### src/rtl/mat_wrapper.sv
// 2x2 matrix multiply of 2-bit unsigned operands, one 5-bit element computed per cycle.
// Latency: valid rises 4 cycles after the capture edge; result_out changes only on that edge.
// No backpressure: a load rise while computing is dropped; the result holds until the next job.
module mat_wrapper (
   input  logic        clk,
   input  logic        rst,
   input  logic        load_in,
   input  logic [1:0]  a11,
   input  logic [1:0]  a12,
   input  logic [1:0]  a21,
   input  logic [1:0]  a22,
   input  logic [1:0]  b11,
   input  logic [1:0]  b12,
   input  logic [1:0]  b21,
   input  logic [1:0]  b22,
   output logic [19:0] result_out,
   output logic        valid
);

   typedef enum logic [1:0] {IDLE, COMPUTE, DONE} state_t;

   state_t          state;
   logic            load_in_q;
   logic            load_rise;
   logic [3:0][1:0] op_a;
   logic [3:0][1:0] op_b;
   logic [1:0]      idx;
   logic [4:0]      c11_w;
   logic [4:0]      c12_w;
   logic [4:0]      c21_w;

   logic            row;
   logic            col;
   logic [3:0]      a_k0;
   logic [3:0]      a_k1;
   logic [3:0]      b_k0;
   logic [3:0]      b_k1;
   logic [3:0]      prod0;
   logic [3:0]      prod1;
   logic [4:0]      elem_sum;

   assign load_rise = load_in & ~load_in_q;

   // Operands are packed row-major: index {row,k} for A, {k,col} for B.
   always_comb begin
      row      = idx[1];
      col      = idx[0];
      a_k0     = {2'b00, op_a[{row, 1'b0}]};
      a_k1     = {2'b00, op_a[{row, 1'b1}]};
      b_k0     = {2'b00, op_b[{1'b0, col}]};
      b_k1     = {2'b00, op_b[{1'b1, col}]};
      prod0    = a_k0 * b_k0;
      prod1    = a_k1 * b_k1;
      elem_sum = {1'b0, prod0} + {1'b0, prod1};
   end

   always_ff @(posedge clk) begin
      if (rst) begin
         state      <= IDLE;
         load_in_q  <= 1'b0;
         op_a       <= '0;
         op_b       <= '0;
         idx        <= 2'd0;
         c11_w      <= 5'd0;
         c12_w      <= 5'd0;
         c21_w      <= 5'd0;
         result_out <= 20'd0;
         valid      <= 1'b0;
      end else begin
         load_in_q <= load_in;
         case (state)
            IDLE, DONE: begin
               if (load_rise) begin
                  op_a  <= {a22, a21, a12, a11};
                  op_b  <= {b22, b21, b12, b11};
                  idx   <= 2'd0;
                  valid <= 1'b0;
                  state <= COMPUTE;
               end
            end
            COMPUTE: begin
               idx <= idx + 2'd1;
               case (idx)
                  2'd0: c11_w <= elem_sum;
                  2'd1: c12_w <= elem_sum;
                  2'd2: c21_w <= elem_sum;
                  2'd3: begin
                     // Last element goes straight from the adder into the packed result.
                     result_out <= {elem_sum, c21_w, c12_w, c11_w};
                     valid      <= 1'b1;
                     state      <= DONE;
                  end
               endcase
            end
            default: state <= IDLE;
         endcase
      end
   end

endmodule

### config.mk
export PLATFORM = sky130hd
export DESIGN_NAME = mat_wrapper
export DESIGN_NICKNAME = d
export VERILOG_FILES = /design/src/rtl/mat_wrapper.sv
export SDC_FILE = /design/constraint.sdc
export NUM_CORES = 1
export LEC_CHECK = 0
export ABC_AREA = 1
export BUFFER_PORTS_ARGS = -buffer_cell sky130_fd_sc_hd__buf_2
export CAP_MARGIN = 20
export CORE_MARGIN = 5
export CORE_UTILIZATION = 50
export DETAILED_ROUTE_END_ITERATION = 6
export HOLD_SLACK_MARGIN = 0.05
export PLACE_DENSITY = 0.86
export REMOVE_ABC_BUFFERS = 1
export SETUP_SLACK_MARGIN = 0.15
export SYNTH_ARGS = -nofsm -noshare
export SYNTH_HDL_FRONTEND = slang
export SYNTH_SLANG_ARGS = --single-unit
### constraint.sdc
create_clock -name clk -period 2.97 [get_ports clk]
set_clock_uncertainty 0.15 [all_clocks]
set_input_delay 0.594 -clock clk [delete_from_list [all_inputs] [get_ports clk]]
set_output_delay 0.594 -clock clk [all_outputs]
set_load 0.02 [all_outputs]
# Yosys cells after proc, flatten, opt, wreduce, memory -nomap -nowiden
# Index checks and enable logic that the tools add are counted.
# totals
reg_bits	57
output_inout_bits	21
elab_cells	61
in_bits	19
# op_classes
add_sub_neg	2
bitwise_logic	2
magnitude_cmp	4
muxes	16
reduce_logical	12
eq_ne	7
n_mul	2
# ops
operator	count
$mux W2	11
$reduce_and A2 Y1	7
$lt A2 B3 Y1 const B	3
$mul A2 B2 Y4	2
$pmux W2 S2	2
$eq A2 B2 Y1 const B	3
$add A4 B4 Y5	1
$eq A2 B1 Y1 const B	2
$logic_not A2 Y1	2
$lt A1 B3 Y1 const B	1
$reduce_and A3 Y1	1
$add A2 B1 Y2 const B	1
$mux W1	2
$ne A2 B1 Y1 const B	1
$ne A2 B2 Y1 const B	1
$pmux W1 S2	1
$reduce_bool A2 Y1	1
$reduce_or A2 Y1	1
$and A1 B1 Y1	1
$not A1 Y1	1

# Logic depth before layout (Yosys ltp)
# logic_depth
ltp_word	4
mapped_depth	13
ltp_nobuf	13

# Worst setup path before layout
# OpenSTA, ideal clock, no wires.
# synth_path
path_type	flip-flop to flip-flop
from	reg idx[0]
to	reg result_out[18]
path_stages_with_launch	12
path_buffers	0
required_ns	2.756
setup_slack_ns	0.016
period_less_slack_ns	2.954
setup_time_ns	0.064
t_arrival_ns	2.740
path_cell_list	dfxtp_1 -> inv_2 -> or2_2 -> o21ai_0 -> nor2_1 -> fa_1 -> inv_1 -> fa_1 -> fa_1 -> xor2_1 -> nor2_1 -> nor2_1
# synth_via
elab_chain_cells	4
elab_cells_between_ends	9
classes_between	1 x add/sub; 2 x mul; 1 x eq/ne; 4 x mux; 1 x reduce/logical
# synth_lines
item	line_no	source
start: declaration	27	logic [1:0] idx;
start signal: assignment	82	idx <= idx + 2'd1;
$mux W2 (on tied branches) (2 in a row)	50, 51	
$mul A2 B2 Y4 (on tied branches)	52, 53	
$add A4 B4 Y5	54	elem_sum = {1'b0, prod0} + {1'b0, prod1};
end signal: assignment	89	result_out <= {elem_sum, c21_w, c12_w, c11_w};
end: declaration	16	output logic [19:0] result_out,
# Parallel ways exist; a longest one is shown, timed or not. The select of a mux whose other input is x is not followed.
# A chain may end at the register's enable or synchronous reset.

# Worst setup path after layout
# layout_path
from	reg idx[0]
to	reg result_out[17]
# The elaborated chain is that of the path after synthesis.

==> metrics.log <==
INFO  metric run_status = finished clean
INFO  metric floorplan.initialDensity = 0.510
INFO  metric setup_violations = 0
INFO  metric criticalPathCategory = reg -> reg
INFO  metric synth.distinct_cells = 19
INFO  metric ir_drop = 0.000366 V
INFO  metric synth_sequential_area_ratio = 0.476
INFO  metric cts-hold-fix-buffers = 0
INFO  metric vias_per_cell = 5.02
INFO  metric placement_rows = 25
INFO  metric core_region_area = 4690 um2
INFO  metric route.antenna.remaining_nets = 0
INFO  metric synth.ff_latch_count = 57
INFO  metric power_density = 547 nW/um2
INFO  metric number_of_vias_after_detailed_routing = 2,110
INFO  metric crit_slowest_cell = fa_2
INFO  metric syn-instance-count = 309
INFO  metric path_cells = buf_6, buf_4, o21ai_2, nor2_4, fa_2, ha_4, ha_4, inv_2, fa_2, inv_2, nand2_1, a21oi_2
INFO  metric global_placer_s_final_weighted_congestion = 0.754
INFO  metric initial_antenna_violation_count = 0
INFO  metric antenna-diode-count = 0
INFO  metric post_synth.cell_area_avg = 7.75 um2
INFO  metric hpwl = 3490 um
INFO  metric synth.top_cells.by_area = dfxtp_1 48%, nand2_1 15%, a21oi_1 11%, ha_1 5.7%, inv_1 3.9%
INFO  metric wl = 5260 um
INFO  metric leakage_component_of_the_power = 0.00131 uW
INFO  metric worst_setup_hold_path_clk_slew = 0.06 ns
INFO  metric fin_crit_sh = 0.947
INFO  metric die_height = 79.2 um
INFO  metric rsz0062_at_grt = yes
INFO  metric critPathLaunchType = flip-flop
INFO  metric io_buffers = 39
INFO  metric pin_count_of_the_biggest_net_entering_global_routing = 25
INFO  metric crit_path_max_incr_delay = 0.57 ns
INFO  metric finalNetCount = 394
INFO  metric cts.sink_count = 57
INFO  metric count_of_flip_flops_with_a_built_in_enable_after_synthesis = 0
INFO  metric tritoncts = built
INFO  metric cap_viol_max_count = 0
INFO  metric cp_max_fo = 5
INFO  metric tritoncts.num_buffers = 9
INFO  metric flow.area_growth_from_synthesis = 25.9%
INFO  metric yosys.area.top_type = dfxtp_1
INFO  metric clk-insertion-delay-late = 0.33 ns
INFO  metric timing.fmax = 356 MHz
INFO  metric report.final.hold_viol_count = 0
INFO  metric worstMarginPinSlew = 0.574 ns
INFO  metric tns = 0 ns
INFO  metric globalRoute.totalOverflow = 0
INFO  metric cp_data_arrival_time = 2.88 ns
INFO  metric layout-drive-gt1-share = 0.270
INFO  metric io_pins = 40
INFO  metric fp.dieArea = 6270 um2
INFO  metric yosys-top-cells-count = 94 x nand2_1, 57 x dfxtp_1, 52 x a21oi_1
INFO  metric die_w = 79.2 um
INFO  metric grt_pass1_wl = 8800 um
INFO  metric post_drt_wl_per_cell = 12.5 um
INFO  metric detail_route.iter0.violations = 127
INFO  metric holdCritPathClass = reg -> reg
INFO  metric drt_first_pass_iters = 4
INFO  metric slew_headroom = 0.617
INFO  metric crit_required = 3.04 ns
INFO  metric drc = 0
INFO  metric setup.worst_path.end_class = flip-flop
INFO  metric clock_path_buffers = 2
INFO  metric async_reset_ff_frac = 0
INFO  metric holdWs = 0.311 ns
INFO  metric via_count_of_the_first_global_routing_pass = 2,070
INFO  metric clock_tree.root_cell = clkbuf_8
INFO  metric grt_use_total = 0.180
INFO  metric mappedNetlistArea = 2390 um2
INFO  metric final.min_clock_period = 2.81 ns
INFO  metric ys_warn_count = 0
INFO  metric postSynth.topFlopCell = dfxtp_1
INFO  metric ctsHtreeMaxLevel = 3
INFO  metric yosys.cell_count.top_type = nand2_1
INFO  metric synth_top_area_frac = 0.476
INFO  metric timing_max_transition_violations_final = 0
## final timing paths
kind / start / end / slack, ns / depth (start not counted)
max reg2reg: idx[0]$_SDFFE_PP0P_ / result_out[17]$_SDFFE_PP0P_ / 0.16 / 12
min reg2reg: result_out[11]$_SDFFE_PP0P_ / result_out[11]$_SDFFE_PP0P_ / 0.31 / 2
min: result_out[11]$_SDFFE_PP0P_ / result_out[11]$_SDFFE_PP0P_ / 0.31 / 2
max: idx[0]$_SDFFE_PP0P_ / result_out[17]$_SDFFE_PP0P_ / 0.16 / 12
## cell type report
type / instances / area [um2]
clock inverters: 3 / 40.0
well taps: 54 / 67.6
flip-flops and latches: 57 / 1140
fillers: 414 / 1680
clock buffers: 13 / 149
inverters: 29 / 109
multi-input cells: 210 / 1190
repair buffers: 54 / 319
## layer usage
layer  routed length [um]  track usage  vias to the layer above
li1                     -            -                     1084
met3                  266       0.0385                       14
met2                 2550        0.301                       55
met1                 2310        0.206                      957
met4                  133        0.117                        0
met5                    0            0                        -
## registers in the layout, summed over array words and instances (netlist names), 2 cells and up
name / count
idx: 2
state: 2
c11_w: 5
c12_w: 5
c21_w: 5
op_a: 8
result_out: 20
op_b: 8
## logic make-up (layout without fill, tap and decap cells)
family / count (synthesis) / after routing / share of synthesized area
AO/OA/AOI/OAI: 62 / 62 / 0.131
AND/OR/NAND/NOR: 129 / 129 / 0.215
adder cells (fa/ha/maj): 14 / 14 / 0.0825
flip-flops: 57 / 57 / 0.476
buffers and inverters: 42 / 99 / 0.0752
XOR/XNOR: 1 / 1 / 0.00366
multiplexers: 4 / 4 / 0.0167
## cell usage in the layout, fill, tap and decap left out, types with 3 or more instances in the layout
cell type	n
or2_2	3
inv_2	7
inv_1	22
nand2_1	93
o21ai_2	3
nor2_1	16
clkbuf_8	10
o21ai_0	6
mux2i_4	3
a21oi_1	50
dfxtp_1	55
clkbuf_1	3
fa_2	3
buf_4	13
nand3_1	11
buf_2	39
ha_1	9
## power breakdown
part	leakage (uW)	internal (uW)	switching (uW)
clock	0.0000974	408	287
sequential	0.000463	787	15.7
combinational	0.000746	66.1	86.7
total	0.00131	1260	389
## per-stage QoR
stage | cells | cell area, um2 | utilization | total power, uW | setup WS [ns]
floorplan | 296 | 2320 | - | 882 | -0.0000151
global placement | 395 | 2630 | 0.561 | 927 | 0.0777
detailed placement | 395 | 2630 | 0.561 | 933 | -0.0470
CTS | 414 | 2930 | 0.625 | 1640 | 0.158
global route | 420 | 3020 | 0.643 | 1720 | 0.0941
finish | 420 | 3020 | 0.643 | 1650 | 0.158
## worst max-delay path, delay by kind of cell, from the launching register on
family | cells | cell delay [ns]
AOI/OAI and AO/OA | 2 | 0.26
adders and majority gates | 4 | 1.46
buffers and inverters | 4 | 0.36
DFF | 1 | 0.33
and+or+nand+nor | 2 | 0.14
## repair_timing
| action | in CTS | in global routing |
|---|---|---|
| pin swaps | 9 | 3 |
| buffers inserted | 3 | 6 |
| endpoints found under the setup margin | 12 | 11 |
| resized for setup | 25 | 10 |
(Power assumes the default switching activity.)
